### config.mk
export PLATFORM = sky130hd
export DESIGN_NAME = mdu_iter
export DESIGN_NICKNAME = d
export VERILOG_FILES = /design/src/rtl/mdu_iter.sv
export SDC_FILE = /design/constraint.sdc
export NUM_CORES = 1
export LEC_CHECK = 0
export ABC_AREA = 1
export ABC_CLOCK_PERIOD_IN_PS = 3600
export CAP_MARGIN = 15
export CORE_MARGIN = 2
export CORE_UTILIZATION = 36
export DETAILED_ROUTE_END_ITERATION = 6
export GPL_TIMING_DRIVEN = 0
export SLEW_MARGIN = 20
export SYNTH_ARGS = -nofsm -noshare
export SYNTH_HDL_FRONTEND = slang
export SYNTH_SLANG_ARGS = --single-unit
### constraint.sdc
create_clock -name clk -period 3.6 [get_ports clk]
set_clock_uncertainty 0.2 [all_clocks]
set_input_delay 0.72 -clock clk [delete_from_list [all_inputs] [get_ports clk]]
set_output_delay 0.72 -clock clk [all_outputs]
set_load 0.05 [all_outputs]
### src/rtl/mdu_iter.sv
// Iterative multiply/divide unit owning the HI/LO registers: shift-add multiply and
// restoring divide, one bit per cycle. Optional macro MDU_FAST_MUL_EN: single-pass multiply.
module mdu_iter #(
    parameter int WIDTH = 32
) (
    input  logic             clk,
    input  logic             rst_n,
    input  logic [WIDTH-1:0] A,
    input  logic [WIDTH-1:0] B,
    input  logic [2:0]       MDOp,
    input  logic             start,
    input  logic             flush,
    output logic             busy,
    output logic             done,
    output logic [WIDTH-1:0] HI,
    output logic [WIDTH-1:0] LO,
    output logic [1:0]       dbg_state
);
    // Handshake: start is a one-cycle request sampled only in IDLE while flush is low;
    // it is accepted iff busy is low, and done pulses for exactly one cycle per result.
    localparam int CW = $clog2(WIDTH + 1);

    localparam logic [1:0] S_IDLE = 2'd0;
    localparam logic [1:0] S_CALC = 2'd1;
    localparam logic [1:0] S_FIX  = 2'd2;

    localparam logic [2:0] OP_MULT  = 3'b001;
    localparam logic [2:0] OP_MULTU = 3'b010;
    localparam logic [2:0] OP_DIV   = 3'b011;
    localparam logic [2:0] OP_DIVU  = 3'b100;
    localparam logic [2:0] OP_MTHI  = 3'b101;
    localparam logic [2:0] OP_MTLO  = 3'b110;

    logic [1:0]         state_q, state_d;
    logic [CW-1:0]      cnt_q, cnt_d;
    logic [2*WIDTH:0]   acc_q, acc_d;
    logic [WIDTH-1:0]   opnd_q, opnd_d;
    logic               is_div_q, is_div_d;
    logic               neg_q, neg_d;
    logic               neg_rem_q, neg_rem_d;
    logic               dz_q, dz_d;
    logic [WIDTH-1:0]   hi_q, hi_d;
    logic [WIDTH-1:0]   lo_q, lo_d;
    logic               busy_q, busy_d;
    logic               done_q, done_d;

    logic               sgn_op;
    logic               div_op;
    logic [WIDTH-1:0]   mag_a, mag_b;
    logic [WIDTH:0]     mul_sum;
    logic [WIDTH:0]     rem_sh;
    logic [WIDTH:0]     trial;
    logic [2*WIDTH-1:0] prod_fix;
    logic [WIDTH-1:0]   quot_fix, rem_fix;

    assign sgn_op = (MDOp == OP_MULT) || (MDOp == OP_DIV);
    assign div_op = (MDOp == OP_DIV) || (MDOp == OP_DIVU);
    assign mag_a  = (sgn_op && A[WIDTH-1]) ? -A : A;
    assign mag_b  = (sgn_op && B[WIDTH-1]) ? -B : B;

    // Multiply: upper half (with carry bit) accumulates, whole register shifts right.
    assign mul_sum = acc_q[2*WIDTH:WIDTH] + (acc_q[0] ? {1'b0, opnd_q} : '0);
    // Divide: upper half is the partial remainder, lower half shifts dividend out / quotient in.
    assign rem_sh  = {acc_q[2*WIDTH-1:WIDTH], acc_q[WIDTH-1]};
    assign trial   = rem_sh - {1'b0, opnd_q};

    assign prod_fix = neg_q ? -acc_q[2*WIDTH-1:0] : acc_q[2*WIDTH-1:0];
    assign rem_fix  = neg_rem_q ? -acc_q[2*WIDTH-1:WIDTH] : acc_q[2*WIDTH-1:WIDTH];
    assign quot_fix = dz_q ? '1 : (neg_q ? -acc_q[WIDTH-1:0] : acc_q[WIDTH-1:0]);

`ifdef MDU_FAST_MUL_EN
    logic [2*WIDTH-1:0] prod_fast;
    assign prod_fast = {{WIDTH{1'b0}}, mag_a} * {{WIDTH{1'b0}}, mag_b};
`endif

    always_comb begin
        state_d   = state_q;
        cnt_d     = cnt_q;
        acc_d     = acc_q;
        opnd_d    = opnd_q;
        is_div_d  = is_div_q;
        neg_d     = neg_q;
        neg_rem_d = neg_rem_q;
        dz_d      = dz_q;
        hi_d      = hi_q;
        lo_d      = lo_q;
        done_d    = 1'b0;

        case (state_q)
            S_IDLE: begin
                if (start && !flush) begin
                    case (MDOp)
                        OP_MULT, OP_MULTU, OP_DIV, OP_DIVU: begin
                            is_div_d  = div_op;
                            neg_d     = sgn_op && (A[WIDTH-1] ^ B[WIDTH-1]);
                            neg_rem_d = sgn_op && div_op && A[WIDTH-1];
                            dz_d      = div_op && (B == '0);
                            opnd_d    = div_op ? mag_b : mag_a;
                            acc_d     = {{(WIDTH+1){1'b0}}, (div_op ? mag_a : mag_b)};
                            cnt_d     = CW'(WIDTH);
                            state_d   = S_CALC;
`ifdef MDU_FAST_MUL_EN
                            if (!div_op) begin
                                acc_d   = {1'b0, prod_fast};
                                state_d = S_FIX;
                            end
`endif
                        end
                        OP_MTHI: hi_d = A;
                        OP_MTLO: lo_d = A;
                        default: ;
                    endcase
                end
            end
            S_CALC: begin
                if (flush) begin
                    state_d = S_IDLE;
                end else begin
                    if (is_div_q) begin
                        acc_d = trial[WIDTH] ? {rem_sh, acc_q[WIDTH-2:0], 1'b0}
                                             : {trial, acc_q[WIDTH-2:0], 1'b1};
                    end else begin
                        acc_d = {1'b0, mul_sum, acc_q[WIDTH-1:1]};
                    end
                    cnt_d = cnt_q - CW'(1);
                    if (cnt_q == CW'(1)) state_d = S_FIX;
                end
            end
            S_FIX: begin
                state_d = S_IDLE;
                if (!flush) begin
                    if (is_div_q) begin
                        hi_d = rem_fix;
                        lo_d = quot_fix;
                    end else begin
                        hi_d = prod_fix[2*WIDTH-1:WIDTH];
                        lo_d = prod_fix[WIDTH-1:0];
                    end
                    done_d = 1'b1;
                end
            end
            default: state_d = S_IDLE;
        endcase
    end

    assign busy_d = (state_d != S_IDLE);

    always_ff @(posedge clk or negedge rst_n) begin
        if (!rst_n) begin
            state_q   <= S_IDLE;
            cnt_q     <= '0;
            acc_q     <= '0;
            opnd_q    <= '0;
            is_div_q  <= 1'b0;
            neg_q     <= 1'b0;
            neg_rem_q <= 1'b0;
            dz_q      <= 1'b0;
            hi_q      <= '0;
            lo_q      <= '0;
            busy_q    <= 1'b0;
            done_q    <= 1'b0;
        end else begin
            state_q   <= state_d;
            cnt_q     <= cnt_d;
            acc_q     <= acc_d;
            opnd_q    <= opnd_d;
            is_div_q  <= is_div_d;
            neg_q     <= neg_d;
            neg_rem_q <= neg_rem_d;
            dz_q      <= dz_d;
            hi_q      <= hi_d;
            lo_q      <= lo_d;
            busy_q    <= busy_d;
            done_q    <= done_d;
        end
    end

    assign busy      = busy_q;
    assign done      = done_q;
    assign HI        = hi_q;
    assign LO        = lo_q;
    assign dbg_state = state_q;

endmodule

==> impl_results.md, run 1 <==
- Status: complete, no violations
- Post-synth top cells: nand2_1, nor2_1, inv_1, nand3_1, a21oi_1
- Reg2Reg Capture Point: acc_q[37]
- Fin cells: 4137
- Levels on crit path: 20
- First-pass GRT wire length: roughly 130000 um
- Std cell rows: 83
- Io pins: roughly 140
- Worst-Margin Slew: 885 ps
- Slew headroom: roughly two fifths
- CP Capture Type: flop
- Seq cells post-synth: ~180
- DP Wirelength: between 70000 and 80000 um
- Peak supply drop: approximately 510 uV
- Post-DRT Antenna Nets: 0
- Initial Utilization: a little over a third
- Antenna violations before repair: 0
- TritonCTS clock tree: built
- Gr usage total: between 30% and 40%
- Cts hold-fix bufs: 0
- Post-Synthesis Cells: roughly 3300
- Final setup violation count: 0
- Pre-Repair DR Iteration Count: 6
- WL final: 87000 um
- Ys flop type: dfrtp_1
- Placed Cells: just over 4000
- Fin crit share: between 90 and 100%
- Synth area leaders: dfrtp_1, nand2_1, nor2_1, nand3_1, inv_1
- Synth Area per Inst: 5.69 um2
- CTS sink count: about 180
- Critical path class: flop to flop
- Synth cell types: 50
- Die X: ~230 um
- Share of the synthesized area in the top cell type: 23.6%
- DR iter-0 viols: approximately 2600
- Skew-Pair Late Insertion Delay: around 470 ps
- Clk slew on worst S/H paths: roughly 80 ps
- Syn Nets: 3398
- Syn. warnings: 0
- # DRC: 0
- Area Overhead vs Synth: 18.3%
- Final instance area: between 0.02 and 0.025 mm2
- Worst setup SP type: flop
- Pin count of the biggest net entering global routing: 90
- CP max stage cell: dfrtp_2
- Final Hold Vio Count: 0
- PD cells: between 800 and 900 mW/mm2
- Min-delay worst type: primary input to async pin
- Avg WL per Cell: 21.0 um
- Die area: ~0.053 mm2
- Max Buffers Root-to-Sink: 2
- Ys async rst share: 100%
- Layout cells sized above 1: 6.83%
- Unrepaired setup endpoints after global routing: yes
- Vias: 22400
- CTS root buf: clkbuf_16
- Buf/Inv on CP: 4
- Arrival @ worst endpoint: around 3600 ps
- Via density: 5.42
- Leakage: 0.0110 uW
- Fin crit period: around 3400 ps
- Fin util: between 40% and 50%
- H-tree depth: 4
- Area leader, netlist: dfrtp_1
- Final Slew Violations: 0
- CP Cell Sequence: inv_4 -> ha_2 -> fa_2 -> inv_1 -> nand2_1 -> nand3_1 -> nand2_1 -> nand2_2 -> nand2_1 -> nand2_1 -> nand2_1 -> a21oi_1 -> or2_2 -> ha_4 -> clkinv_4 -> buf_4 -> a21oi_1 -> o21ai_2 -> nand3_1 -> o21ai_0
- Ant. Diodes: 0
- Post-DP Area: about 0.021 mm2
- Hold slack final: 51.2 ps
- Die H: 231 um
- GR Overflow Total: 0
- Gpl congestion: around 1.0
- Crit path max-delay family: simple AND/OR/NAND/NOR gates
- Vias in the first global route: 20400
- Largest stage delay, worst path: 430 ps
- Seq/Total Area, Yosys: 23.6%
- I/O Buffers: 138
- Core area: a little over 0.05 mm2
- Register-to-Register Setup Slack: around 160 ps
- Max frequency: between 200 and 300 MHz
- Top cell by count, worst path: nand2_1
- Cts bufs inserted: 17
- Cells on worst reg2reg path: 20
- Overall power: between 15000 and 20000 uW
- Critical path required time: approximately 3700 ps
- Reg-to-Reg Start: acc_q[31]
- Synthesized area: between 0.015 and 0.02 mm2
- Max FO, Critical Path: 10
- EDFF count, synth: 0
- Top-count cell post-synth: nand2_1
- Nets: around 3600
- Max Cap Viol: 0
==> final cells by class <==
cell class / instances / area (um2)
Buffer: 101 / 469
Clock buffer: 17 / 425
Clock inverter: 15 / 189
Fill cell: 5723 / 29200
Inverter: 467 / 1770
Multi-Input combinational cell: 2510 / 12100
Sequential cell: 175 / 4430
Tap cell: 680 / 851
Timing Repair Buffer: 172 / 1660
==> logic make-up after synthesis <==
kind of cell / after synthesis / share of synthesized area (%)
AOI/OAI and AO/OA: 471 / 14.0
xor gates and xnor gates: 53 / 2.51
adders and majority gates: 73 / 5.01
buffers and inverters: 569 / 12.0
DFF: 175 / 23.6
and+or+nand+nor: 1913 / 42.8
==> sequential cells by signal, indices dropped and copies added, names as in the netlist <==
register	flops
busy	1
HI	32
done	1
LO	32
dz_q	1
dbg_state	2
opnd_q	32
acc_q	65
cnt_q	6
neg_q	1
is_div_q	1
neg_rem_q	1
==> metrics by stage <==
step,setup TNS (ps),setup WS [ps]
6_report,0,160
5_1_grt,-34.4,-10.6
4_1_cts,0,21.7
3_5_place_dp,-10910,-469
3_3_place_gp,-1086790,-6190
2_1_floorplan,0,459
==> power breakdown <==
part	total (uW)	switching (uW)	internal [uW]	leakage [uW]
Sequential	3830	1140	2680	0.00201
Combinational	12200	8240	3970	0.00874
Clock	2060	1000	1060	0.000301
==> cell usage in the layout (no fill, tap or decap), types with 20 or more instances in the layout <==
| master | count |
|---|---|
| nand2_1 | 968 |
| nor2_1 | 499 |
| inv_1 | 444 |
| nand3_1 | 341 |
| a21oi_1 | 221 |
| o21ai_0 | 142 |
| clkdlybuf4s50_1 | 137 |
| dfrtp_1 | 136 |
| ha_1 | 52 |
| buf_2 | 40 |
| dfrtp_2 | 39 |
| buf_4 | 36 |
| xor2_1 | 34 |
| clkbuf_1 | 32 |
| nand4_1 | 28 |
| o211ai_1 | 26 |
| nor3_1 | 23 |
| buf_1 | 20 |
==> metal layers <==
metal	global-route usage, %	vias up	wire length (um)
met5	0	-	0
met4	15.6	0	4800
met3	5.40	181	8400
met2	47.5	1110	35900
met1	45.3	10400	37900
li1	-	10800	-
==> how the worst max path moves through the flow <==
stage	startpoint	end
4_1_cts	opnd_q[0]	acc_q[34]
2_1_floorplan	acc_q[31]	acc_q[38]
5_1_grt	acc_q[31]	acc_q[38]
3_3_place_gp	rst_n	opnd_q[29]
3_5_place_dp	acc_q[31]	acc_q[34]
6_report	acc_q[31]	acc_q[37]
==> timing repair <==
| action | in CTS | in global routing |
|---|---|---|
| pin swaps | 1 | 0 |
| setup endpoints to repair | 33 | 33 |
| setup buffers | 6 | 27 |
| resized for setup | 46 | 47 |
Note: power is estimated with default switching activity, not from simulation.
==> inputs of run 2 (changes only) <==
CORE_MARGIN = 5   (was 2)
==> run 2 against run 1 <==
Combinational power about the same. Hold slack better by 240 ps. Via count down 0.57%. Flip-flop and latch count unchanged. Final cell count down 0.36%. Global-route usage down 2.0 points. Critical path depth down 4. Routed wire length up 1.5%.
==> impl_results.md, run 2 (same netlist as run 1, synthesis figures left out) <==
- Status: complete, no violations (unchanged)
- Peak supply drop: 513 uV (was 512 uV)
- Nets: 3573 (was 3588)
- Die area: 0.0561 mm2 (was 0.0533 mm2)
- Worst-Margin Slew: 821 ps (was 885 ps)
- Commonest cells after routing, fill and taps aside: nand2_1, nor2_1, inv_1 (unchanged)
- Vias in the first global route: 20100 (was 20400)
- DR iter-0 viols: 2736 (was 2578)
- Ant. Diodes: 0 (unchanged)
- Critical path required time: 3830 ps (was 3740 ps)
- FILL cells: 5784 (was 5723)
- TritonCTS clock tree: built (unchanged)
- Clk slew on worst S/H paths: 90 ps (was 80 ps)
- I/O Buffers: 138 (unchanged)
- Post-DRT Antenna Nets: 0 (unchanged)
- Largest Register: acc_q (unchanged)
- Core area: 0.0512 mm2 (was 0.0511 mm2)
- CTS root buf: clkbuf_16 (unchanged)
- Fin crit share: 97.7% (was 95.5%)
- Final Slew Violations: 0 (unchanged)
- Vias: 22300 (was 22400)
- Met1 usage: 43.9% (was 45.3%)
- Pin count of the biggest net entering global routing: 81 (was 90)
- DP Wirelength: 73500 um (was 71900 um)
- Most common cell after layout, fill and taps aside: nand2_1 (unchanged)
- Slew headroom: 45.3% (was 41.0%)
- First-pass GRT wire length: 129000 um (was 128000 um)
- GR Overflow Total: 0 (unchanged)
- Max frequency: 284 MHz (was 291 MHz)
- Gr usage total: 30.2% (was 32.2%)
- Fin crit period: 3520 ps (was 3440 ps)
- Antenna violations before repair: 0 (unchanged)
- Worst Slack Setup Final: 82.3 ps (was 160 ps)
- Leakage: 0.0110 uW (about the same)
- Area Overhead vs Synth: 17.3% (was 18.3%)
- Die X: 237 um (was 231 um)
- Critical path class: flop to flop (unchanged)
- Via density: 5.41 (was 5.42)
- Pre-Repair DR Iteration Count: 6 (unchanged)
- Max Buffers Root-to-Sink: 2 (unchanged)
- CP Capture Type: flop (unchanged)
- Max FO, Critical Path: 10 (unchanged)
- Min-delay worst type: flop to flop (was primary input to async pin)
- Avg WL per Cell: 21.4 um (was 21.0 um)
- Overall power: 17900 uW (was 18100 uW)
- Max Cap Viol: 0 (unchanged)
- Cts bufs inserted: 17 (unchanged)
- # DRC: 0 (unchanged)
- PD cells: 821 mW/mm2 (was 826 mW/mm2)
- Gpl congestion: 1.00 (was 1.04)
- Worst setup SP type: flop (unchanged)
- H-tree depth: 4 (unchanged)
- Final setup violation count: 0 (unchanged)
- Io pins: 139 (unchanged)
- Grt peak-use layer: met2 (unchanged)
- Grt met2 use: 45.1% (was 47.5%)
- Pre-CTS WS: -471 ps (was -469 ps)
- Initial Utilization: 36.2% (was 36.3%)
- Met3 usage: 4.16% (was 5.40%)
- Skew-Pair Late Insertion Delay: 490 ps (was 470 ps)
- Layout cells sized above 1: 5.90% (was 6.83%)
- Unrepaired setup endpoints after global routing: no (was yes)
- CTS sink count: 175 (unchanged)
- Number of flip-flops in the largest register: 65 (unchanged)
- WL final: 88300 um (was 87000 um)
- Arrival @ worst endpoint: 3740 ps (was 3580 ps)
- Die H: 237 um (was 231 um)
- Std cell rows: 83 (unchanged)
- Final Hold Vio Count: 0 (unchanged)
## run 2: through the flow
stage / cell area (um2) / hold WS, ps / utilization [%] / std cells / setup TNS, ps
final: 21700 / 293 / 42.4 / 4122 / 0
after global routing: 21700 / 310 / 42.4 / 4122 / 0
after CTS: 21500 / 296 / 42.1 / 4111 / 0
after detailed placement: 20800 / 276 / 40.7 / 4074 / -11850
after global placement: 20800 / 271 / 40.5 / 4072 / -1094620
after floorplan: 18500 / 224 / - / 3254 / 0
## run 2: what timing repair did
item	CTS	global route
hold buffers	1	0
gates resized for setup	34	32
gates cloned	0	0
setup buffers	4	12
endpoints found under the hold margin	40	0
endpoints found under the setup margin	33	33
## run 2: where the power goes
group	internal, uW	switching (uW)
registers	2670	1200
clock network	1010	1050
logic	3810	8110
## run 2: worst max-delay path, cell delays in order, from the launching register on
cell and delay, ps:
dfrtp_1 740, ha_1 380, inv_1 90, o21bai_1 60
nor2_1 110, nand2_1 80, a21oi_2 120, nand2_1 60
nand2_1 90, a21oi_2 70, or2_2 300, ha_4 300
clkbuf_2 350, nand3_1 240, nand2_1 110, nand3_1 70
nand2_1 90
## run 2: routing by layer
| metal | vias up | share of wire (%) |
|---|---|---|
| li1 | 10700 | - |
| met1 | 10300 | 44 |
| met3 | 166 | 9.2 |
| met4 | 0 | 4.8 |
| met5 | - | 0 |
| met2 | 1141 | 42 |
## run 2: worst paths after layout
check | startpoint | slack, ps | cells past startpoint | endpoint
hold / removal | LO[18] | 290 | 2 | LO[18]
setup reg to reg | acc_q[60] | 80 | 16 | acc_q[51]
min in group asynchronous | rst_n | 500 | 2 | HI[23]
max in group asynchronous | rst_n | 1600 | 4 | opnd_q[11]
setup / recovery | acc_q[60] | 80 | 16 | acc_q[51]
hold reg to reg | LO[18] | 290 | 2 | LO[18]
## run 2: final cells by class
type                       instances  area, um2  share of cell area, %
multi-input combinational       2510      12000                   55.4
tap                              680        851                   3.92
buffer                           101        467                   2.15
clock inverter                    15        189                  0.869
inverter                         467       1770                   8.12
timing repair buffer             157       1570                   7.23
clock buffer                      17        425                   1.96
sequential                       175       4420                   20.3
==> inputs of run 3 (changes only) <==
--- a/config.mk
+++ b/config.mk
@@ -8,3 +8,3 @@
 export ABC_AREA = 1
-export ABC_CLOCK_PERIOD_IN_PS = 3600
+export ABC_CLOCK_PERIOD_IN_PS = 4300
 export CAP_MARGIN = 15
==> constraint.sdc (replaced) <==
create_clock -name clk -period 4.3 [get_ports clk]
set_clock_uncertainty 0.2 [all_clocks]
set_input_delay 0.43 -clock clk [delete_from_list [all_inputs] [get_ports clk]]
set_output_delay 0.43 -clock clk [all_outputs]
set_load 0.05 [all_outputs]
==> run 3 against run 2 <==
The flow now finishes with violations (DRC). Hold slack worse by 72 ps. First-iteration DRC count down 0.99%. Setup slack improved by 74 ps. Clock power decreased by 17%. Critical endpoint unchanged. Largest cell class unchanged. Largest power group unchanged.
==> impl_results.md, run 3 (same netlist as run 1, synthesis figures left out) <==
- Failing checks: DRC
- Hold slack final: 221 ps (was 293 ps)
- I/O Buffers: 138 (unchanged)
- Post-DP Area: 0.0208 mm2 (unchanged)
- Initial Utilization: 36.2% (unchanged)
- Number of flip-flops in the largest register: 65 (unchanged)
- GR Overflow Total: 0 (unchanged)
- Footprint of the multi-input gates: 0.0119 mm2 (was 0.0120 mm2)
- Min-delay worst type: primary input to async pin (was flop to flop)
- Via density: 5.40 (was 5.41)
- Final instance area: 0.0214 mm2 (was 0.0217 mm2)
- TritonCTS clock tree: built (unchanged)
- Worst setup SP type: flop (unchanged)
- Status: finished, violations left (was complete, no violations)
- Std cell rows: 83 (unchanged)
- Max Cap Viol: 0 (unchanged)
- CTS sink count: 175 (unchanged)
- Final setup violation count: 0 (unchanged)
- Die H: 237 um (unchanged)
- Layout cells sized above 1: 3.82% (was 5.90%)
- CP Capture Type: flop (unchanged)
- Total Neg Setup Slack: 0 ps (unchanged)
- Fin crit period: 4140 ps (was 3520 ps)
- Final Slew Violations: 0 (unchanged)
- Arrival @ worst endpoint: 4360 ps (was 3740 ps)
- Post-CTS Setup Inserts: 0 (was 4)
- Critical path required time: 4520 ps (was 3830 ps)
- Fin crit share: 96.4% (was 97.7%)
- CTS root buf: clkbuf_16 (unchanged)
- Post-DRT Antenna Nets: 0 (unchanged)
- Slew headroom: 44.2% (was 45.3%)
- Core area: 0.0512 mm2 (unchanged)
- Max frequency: 241 MHz (was 284 MHz)
- DP Wirelength: 73500 um (unchanged)
- Largest Register: acc_q (unchanged)
- PD cells: 681 mW/mm2 (was 821 mW/mm2)
- Worst-Margin Slew: 837 ps (was 821 ps)
- Most common cell after layout, fill and taps aside: nand2_1 (unchanged)
- Unrepaired setup endpoints after global routing: yes (was no)
- FILL cells: 5804 (was 5784)
- Max Buffers Root-to-Sink: 2 (unchanged)
- Commonest cells after routing, fill and taps aside: nand2_1, nor2_1, inv_1 (unchanged)
- Vias in the first global route: 20100 (about the same)
- Peak supply drop: 423 uV (was 513 uV)
- Gpl congestion: 1.00 (unchanged)
- Pre-Repair DR Iteration Count: 7 (was 6)
- Area Overhead vs Synth: 15.8% (was 17.3%)
- Leakage: 0.0109 uW (was 0.0110 uW)
- Gr usage total: 30.2% (about the same)
- # DRC: 5 (was 0)
- Cts bufs inserted: 17 (unchanged)
- Io pins: 139 (unchanged)
- Avg WL per Cell: 21.4 um (about the same)
- Die area: 0.0561 mm2 (unchanged)
- Max FO, Critical Path: 10 (unchanged)
- Antenna violations before repair: 0 (unchanged)
- H-tree depth: 4 (unchanged)
- First-pass GRT wire length: 128000 um (was 129000 um)
- Nets: 3558 (was 3573)
- Vias: 22200 (was 22300)
- Pin count of the biggest net entering global routing: 81 (unchanged)
- Die X: 237 um (unchanged)
- Ant. Diodes: 0 (unchanged)
- Clk slew on worst S/H paths: 90 ps (about the same)
- Critical path class: flop to flop (unchanged)
- Register Area: 0.00438 mm2 (was 0.00442 mm2)
- WL final: 87900 um (was 88300 um)
- Skew-Pair Late Insertion Delay: 480 ps (was 490 ps)
- Final Hold Vio Count: 0 (unchanged)
- DR iter-0 viols: 2709 (was 2736)
## run 3: changes by cell type in the layout (fill, tap and decap cells not counted), moves of 2 or more
cell	change
dfrtp_1	+32
dfrtp_2	-32
buf_4	-17
ha_1	+13
ha_2	-7
ha_4	-6
a21oi_1	+3
a21oi_2	-3
clkbuf_1	+3
clkinv_1	+2
o21ai_0	+2
o21ai_1	-2
## run 3: path summary, 6_finish.rpt
path,start,endpoint,slack (ps),depth (start not counted)
max,acc_q[31],acc_q[51],160,19
min,rst_n,HI[23],220,2
max reg2reg,acc_q[31],acc_q[51],160,19
min reg2reg,LO[18],LO[18],290,2
max in group asynchronous,rst_n,dz_q,2590,4
min in group clk,LO[18],LO[18],290,2
## run 3: cell type report
class,count,share of cell area [%]
Timing Repair Buffer,141,6.77
Multi-Input combinational cell,2510,55.6
Clock inverter,15,0.881
Tap cell,680,3.97
Clock buffer,17,1.98
Buffer,102,2.15
Inverter,467,8.20
Sequential cell,175,20.4
## run 3: report_power, final
group	leakage (uW)	internal [uW]	switching (uW)	total (uW)
Combinational	0.00859	2980	6600	9580
Clock	0.000299	844	873	1720
Sequential	0.00206	2210	1100	3300
## run 3: repair_timing
action | in CTS | in global routing
hold buffers | 1 | 0
hold endpoints to repair | 71 | 0
resized for setup | 0 | 6
endpoints found under the setup margin | 0 | 9
## run 3: critical path, stage by stage (launching register included)
cell	delay (ps)
dfrtp_1	490
inv_1	200
ha_1	280
fa_1	410
inv_1	120
nand2_1	60
nand3_1	120
nand2_1	70
nand2_1	160
nand2_1	90
nand2_1	60
nand2_1	60
a21oi_1	220
or2_2	150
ha_1	150
clkbuf_1	640
nand3_1	300
nand2_1	130
nand3_1	70
nand2_1	90
## run 3: per-stage QoR
step	total power (uW)	util, %	worst slack [ps]	std cells
detailed placement	12600	40.7	229	4074
finish	14600	41.9	156	4107
CTS	14400	41.9	191	4107
global placement	12600	40.5	-5240	4072
floorplan	9300	-	1160	3254
global route	15700	41.9	-13.2	4107
## run 3: per-layer routing
metal | share of wire, % | vias up | GRT usage (%)
li1 | - | 10700 | -
met1 | 44 | 10200 | 43.8
met2 | 42 | 1157 | 44.8
met3 | 9.0 | 150 | 4.17
met4 | 4.6 | 0 | 12.7
met5 | 0 | - | 0
